**config.mk**
```make
export PLATFORM = sky130hd
export DESIGN_NAME = fetch_ctrl_flat
export DESIGN_NICKNAME = d
export VERILOG_FILES = /design/src/rtl/fetch_ctrl_if.sv /design/src/rtl/fetch_ctrl.sv /design/src/flat_wrapper.sv
export SDC_FILE = /design/constraint.sdc
export NUM_CORES = 1
export LEC_CHECK = 0
export BUFFER_PORTS_ARGS = -buffer_cell sky130_fd_sc_hd__buf_2
export CAP_MARGIN = 15
export CORE_ASPECT_RATIO = 1.4
export CORE_MARGIN = 2
export CORE_UTILIZATION = 43
export CTS_BUF_LIST = sky130_fd_sc_hd__clkbuf_4
export CTS_CLUSTER_DIAMETER = 50
export DETAILED_ROUTE_END_ITERATION = 12
export PLACE_DENSITY = 0.8
export SLEW_MARGIN = 20
export SYNTH_ARGS = -nofsm -noshare
export SYNTH_HDL_FRONTEND = slang
export SYNTH_SLANG_ARGS = --single-unit
```
**constraint.sdc**
```tcl
create_clock -name clk -period 2.06 [get_ports clk]
set_input_delay 0.309 -clock clk [delete_from_list [all_inputs] [get_ports clk]]
set_output_delay 0.309 -clock clk [all_outputs]
set_load 0.02 [all_outputs]
```
**src/rtl/fetch_ctrl_if.sv**
```systemverilog
// rtl/fetch_ctrl_if.sv - fetch sequencer bus bundle: PC control, memory read, decode handshake
interface fetch_ctrl_if #(
  parameter int WIDTH = 16
);
  // PC register side
  logic [WIDTH-1:0] pc_in;
  logic             pc_we;
  logic             pc_inc;
  logic             pc_l;
  logic [WIDTH-1:0] pc_load;
  // Memory read side
  logic             mem_req;
  logic [WIDTH-1:0] mem_addr;
  logic             mem_ack;
  logic [WIDTH-1:0] mem_data;
  // Decode side
  logic [WIDTH-1:0] ir_out;
  logic [WIDTH-1:0] ir_pc;
  logic             ir_valid;
  logic             ir_ready;
  logic             br_take;
  logic [WIDTH-1:0] br_target;
  // Status
  logic             fault;

  // The fetch sequencer
  modport master (
    input  pc_in, mem_ack, mem_data, ir_ready, br_take, br_target,
    output pc_we, pc_inc, pc_l, pc_load, mem_req, mem_addr,
           ir_out, ir_pc, ir_valid, fault
  );

  // The surrounding PC, memory and decode logic
  modport slave (
    output pc_in, mem_ack, mem_data, ir_ready, br_take, br_target,
    input  pc_we, pc_inc, pc_l, pc_load, mem_req, mem_addr,
           ir_out, ir_pc, ir_valid, fault
  );
endinterface

```
**src/rtl/fetch_ctrl.sv**
```systemverilog
// rtl/fetch_ctrl.sv - instruction-fetch sequencer between PC register, memory and decode
module fetch_ctrl #(
  parameter int WIDTH   = 16,
  parameter int TIMEOUT = 15,
  parameter int CW      = 8
) (
  input  logic          clk,
  input  logic          re,
  fetch_ctrl_if.master  bus
);

  typedef enum logic [1:0] {
    IDLE  = 2'd0,
    FETCH = 2'd1,
    HOLD  = 2'd2,
    FAULT = 2'd3
  } state_t;

  state_t           state;
  logic [CW-1:0]    wait_cnt;
  logic [WIDTH-1:0] ir_out_q;
  logic [WIDTH-1:0] ir_pc_q;
  logic             handshake;

  // Decode accepts the held instruction this cycle
  assign handshake = (state == HOLD) && bus.ir_ready;

  // Sequencer state, wait counter and instruction register
  always_ff @(posedge clk or posedge re) begin
    if (re) begin
      state    <= IDLE;
      wait_cnt <= '0;
      ir_out_q <= '0;
      ir_pc_q  <= '0;
    end else begin
      case (state)
        IDLE: begin
          state <= FETCH;
        end
        FETCH: begin
          if (bus.mem_ack) begin
            // Capture word and its address; PC is not written in FETCH so pc_in is still the fetch address
            ir_out_q <= bus.mem_data;
            ir_pc_q  <= bus.pc_in;
            wait_cnt <= '0;
            state    <= HOLD;
          end else if (wait_cnt == CW'(TIMEOUT - 1)) begin
            // mem_req has now been high for exactly TIMEOUT cycles
            wait_cnt <= '0;
            state    <= FAULT;
          end else begin
            wait_cnt <= wait_cnt + 1'b1;
          end
        end
        HOLD: begin
          if (bus.ir_ready) state <= FETCH;
        end
        FAULT: begin
          state <= FAULT;
        end
        default: begin
          state <= IDLE;
        end
      endcase
    end
  end

  // Outputs decoded from registered state plus handshake inputs
  always_comb begin
    bus.mem_req  = 1'b0;
    bus.mem_addr = '0;
    bus.ir_valid = 1'b0;
    bus.fault    = 1'b0;
    bus.pc_we    = 1'b0;
    bus.pc_inc   = 1'b0;
    bus.pc_l     = 1'b0;
    bus.pc_load  = '0;
    case (state)
      FETCH: begin
        bus.mem_req  = 1'b1;
        bus.mem_addr = bus.pc_in;
      end
      HOLD: begin
        bus.ir_valid = 1'b1;
        if (handshake) begin
          bus.pc_we = 1'b1;
          if (bus.br_take) begin
            bus.pc_l    = 1'b1;
            bus.pc_load = bus.br_target;
          end else begin
            bus.pc_inc = 1'b1;
          end
        end
      end
      FAULT: begin
        bus.fault = 1'b1;
      end
      default: begin
        bus.mem_req = 1'b0;
      end
    endcase
  end

  assign bus.ir_out = ir_out_q;
  assign bus.ir_pc  = ir_pc_q;

endmodule

```
**src/flat_wrapper.sv**
```systemverilog
// flat-port wrapper written by rule: the top's interface ports become plain ports
module fetch_ctrl_flat 
#(
  parameter int WIDTH   = 16,
  parameter int TIMEOUT = 15,
  parameter int CW      = 8
)
  (clk, re, bus_pc_in, bus_mem_ack, bus_mem_data, bus_ir_ready, bus_br_take, bus_br_target, bus_pc_we, bus_pc_inc, bus_pc_l, bus_pc_load, bus_mem_req, bus_mem_addr, bus_ir_out, bus_ir_pc, bus_ir_valid, bus_fault);
  fetch_ctrl_if #(.WIDTH(WIDTH)) bus_i ();
  input  logic clk;
  input  logic re;
  input wire logic [$bits(bus_i.pc_in)-1:0] bus_pc_in;
  input wire logic [$bits(bus_i.mem_ack)-1:0] bus_mem_ack;
  input wire logic [$bits(bus_i.mem_data)-1:0] bus_mem_data;
  input wire logic [$bits(bus_i.ir_ready)-1:0] bus_ir_ready;
  input wire logic [$bits(bus_i.br_take)-1:0] bus_br_take;
  input wire logic [$bits(bus_i.br_target)-1:0] bus_br_target;
  output wire logic [$bits(bus_i.pc_we)-1:0] bus_pc_we;
  output wire logic [$bits(bus_i.pc_inc)-1:0] bus_pc_inc;
  output wire logic [$bits(bus_i.pc_l)-1:0] bus_pc_l;
  output wire logic [$bits(bus_i.pc_load)-1:0] bus_pc_load;
  output wire logic [$bits(bus_i.mem_req)-1:0] bus_mem_req;
  output wire logic [$bits(bus_i.mem_addr)-1:0] bus_mem_addr;
  output wire logic [$bits(bus_i.ir_out)-1:0] bus_ir_out;
  output wire logic [$bits(bus_i.ir_pc)-1:0] bus_ir_pc;
  output wire logic [$bits(bus_i.ir_valid)-1:0] bus_ir_valid;
  output wire logic [$bits(bus_i.fault)-1:0] bus_fault;
  assign bus_i.pc_in = bus_pc_in;
  assign bus_i.mem_ack = bus_mem_ack;
  assign bus_i.mem_data = bus_mem_data;
  assign bus_i.ir_ready = bus_ir_ready;
  assign bus_i.br_take = bus_br_take;
  assign bus_i.br_target = bus_br_target;
  assign bus_pc_we = bus_i.pc_we;
  assign bus_pc_inc = bus_i.pc_inc;
  assign bus_pc_l = bus_i.pc_l;
  assign bus_pc_load = bus_i.pc_load;
  assign bus_mem_req = bus_i.mem_req;
  assign bus_mem_addr = bus_i.mem_addr;
  assign bus_ir_out = bus_i.ir_out;
  assign bus_ir_pc = bus_i.ir_pc;
  assign bus_ir_valid = bus_i.ir_valid;
  assign bus_fault = bus_i.fault;
  fetch_ctrl #(.WIDTH(WIDTH), .TIMEOUT(TIMEOUT), .CW(CW)) u_core (.clk(clk), .re(re), .bus(bus_i));
endmodule
```
==> summary.md <==
| Metric | Value |
|---|---|
| Status | finished, final reports clean |
| ANT nets after route | 0 |
| Yosys reg bits | 42 |
| TritonCTS Buffers | 5 |
| Reg2Reg Setup Slack | 420 ps |
| Initial core utilization | 44.2% |
| DRC viols | 0 |
| H-tree lvl count | 2 |
| First-pass GRT wire length | between 6000 and 7000 um |
| Via total after detailed routing | 1642 |
| Antenna cells | 0 |
| Worst hold path type | in -> async |
| Critical path type | reg -> out |
| Fillers | 410 |
| CTS sink cnt | 42 |
| Vias per cell | 4.72 |
| RSZ-0062 raised after global routing | no |
| Pwr/cell area | around 1300 nW/um^2 |
| Setup TNS | 0 ps |
| Worst Tran Pin Value | 506 ps |
| PortBufs | between 100 and 150 |
| Fmax | about 520 MHz |
| Worst path arrival time | 1600 ps |
| Post-Syn Area | 1990 um^2 |
| Clock tree buffer depth | 2 |
| Largest net degree at the start of global routing | 43 |
| Setup violators final | 0 |
| Leak Pwr | about 1.5 nW |
| Antenna violations before repair | 0 |
| Hpwl dp | 3430 um |
| Placeable Area | approximately 4500 um^2 |
| Tot Pwr | 3.44 mW |
| Cell area after placement | about 2700 um^2 |
| Area of the multi-input gates | 887 um^2 |
| Post-CTS Resized | 1 |
| Total gr overflow | 0 |
| Syn Nets | 216 |
| Final instance area | 2730 um^2 |
| CTS tree | built |
| Post-Layout Cell Count | 348 |
| Die width | 61.5 um |
| Placed insts | 340 |
| Final wirelength | 4290 um |
| Clock skew | ~6.0 ps |
| Final Hold Vio Count | 0 |
| Vias in the first global route | 1560 |
| Critical Path RT | 1750 ps |
| Total die area | 5200 um^2 |
| Period utilization | 92.5% |
| Root Driver | clkbuf_4 |
| Ys Warns | 0 |
| Rows | 29 |
| Gr usage total | 17.2% |
| Max-cap violations | 0 |
| IO Pins | 123 |
| Layout cells sized above 1 | 49.3% |
| Synthesis-to-finish area growth | 37.3% |
| CP Capture Type | primary output |
| Die H | 84.5 um |
| Seq/Total Area, Yosys | 52.8% |
| Layout Nets | 340 |
| Max-slew violations | 0 |
| Post-layout util | 60.8% |
| Max transition margin | between 60% and 70% |
| Worst vdd ir | between 0.7 and 0.8 mV |
| Period minus WS final | 1900 ps |
| Largest area contributor in the netlist | dfrtp_1 |
| Worst-Skew Late Latency | 330 ps |
| Post-synth cell types | 32 |
| Postcts setup bufs | 0 |
| Top area cells in the synthesized netlist | dfrtp_1 (53%), mux2_1 (18%), and2_1 (11%) |
| FF-to-FF path depth | 5 |
| Drt pass-1 iters | 4 |
| CP Max Fanout | 17 |
| GP Congestion | 0.820 |
| Syn avg cell area | approximately 12 um^2 |
| CP startpoint kind | register |
| Most frequent cells in the layout | buf_2 (122), dfrtp_1 (42), and2_1 (34) |
| Drt wl/cell | between 10 and 15 um |
| Gate Count Post-Synth | 161 |
| DR iter-0 viols | 45 |
| Most common cell after layout, fill and taps aside | buf_2 |
| Storage element area | 1050 um^2 |
| Clock slew at reported path FFs | 110 ps |
| Synth top area share | between 50% and 60% |
| Hold_buf cts | 0 |
## critical path, stage by stage (launching register included)
cell,delay (ps)
dfrtp_1,420
nand2b_1,200
inv_2,80
and3_4,260
and2_1,150
buf_2,160
## synth_stat cells
cell type and instances:
a311o_4 1, ha_1 2, a211o_1 1, dfrtp_1 42
buf_6 1, nor3_1 1, a31oi_1 5, and4_1 1
nand2_2 1, mux2_1 32, nor4_4 1, and3_1 2
a41oi_1 1, clkbuf_1 3, xor2_1 1, nand3_1 1
o21a_1 1, nor2b_1 1, nand2_1 6, a21o_1 1
buf_2 4, nand2b_1 2, nand4_1 2, inv_1 2
inv_2 2, a311oi_4 1, and2_4 1, nand2b_2 1
o21ai_0 1, and2_1 34, a21oi_1 2, o21ai_1 4
## flip-flops by register name (all words and copies together), names as in the netlist
signal,count
u_core.bus.ir_out,16
u_core.bus.ir_pc,16
u_core.wait_cnt,8
u_core.state,2
## kinds of logic after synthesis
kind of cell / count (synthesis) / share of synthesized area [%]
DFF: 42 / 52.8
AOI/OAI and AO/OA: 18 / 7.29
muxes: 32 / 18.1
adders and majority gates: 2 / 1.26
buffers and inverters: 12 / 2.89
xor gates and xnor gates: 1 / 0.440
and+or+nand+nor: 54 / 17.2
## metrics by stage
step,hold WS (ps),worst slack (ps)
3_5_place_dp,461,343
4_1_cts,83.1,71.0
5_1_grt,102,8.14
3_3_place_gp,458,409
6_report,78.4,155
2_1_floorplan,418,264
## worst paths after layout
kind,start,to
max in group asynchronous,re,u_core.bus.ir_pc[5]$_DFFE_PP0P_
hold / removal,re,u_core.bus.ir_out[12]$_DFFE_PP0P_
setup reg to reg,u_core.state[1]$_DFFE_PP0P_,u_core.bus.ir_out[6]$_DFFE_PP0P_
hold reg to reg,u_core.bus.ir_pc[2]$_DFFE_PP0P_,u_core.bus.ir_pc[2]$_DFFE_PP0P_
setup / recovery,u_core.state[0]$_DFFE_PP0P_,bus_pc_load[14]
min in group clk,bus_mem_data[4],u_core.bus.ir_out[4]$_DFFE_PP0P_
## power breakdown
part | internal (mW) | total (mW) | switching (mW)
Clock | 0.142 | 0.378 | 0.236
Sequential | 1.19 | 1.38 | 0.196
Combinational | 0.661 | 1.68 | 1.01
Total | 1.99 | 3.44 | 1.45
## layer usage
layer,up-vias,GRT usage [%],routed length (um)
met1,776,20.0,1640
met4,0,6.19,86
met5,-,0,0
li1,807,-,-
met3,8,4.16,213
met2,51,29.5,2350
## area by class of cell
class | instances | share of cell area [%]
flip-flops and latches | 42 | 38.4
well taps | 62 | 2.84
repair buffers | 125 | 23.8
clock buffers | 6 | 1.65
multi-input cells | 107 | 32.4
inverters | 4 | 0.549
clock inverters | 2 | 0.320
Power figures use the tool's default switching activity.
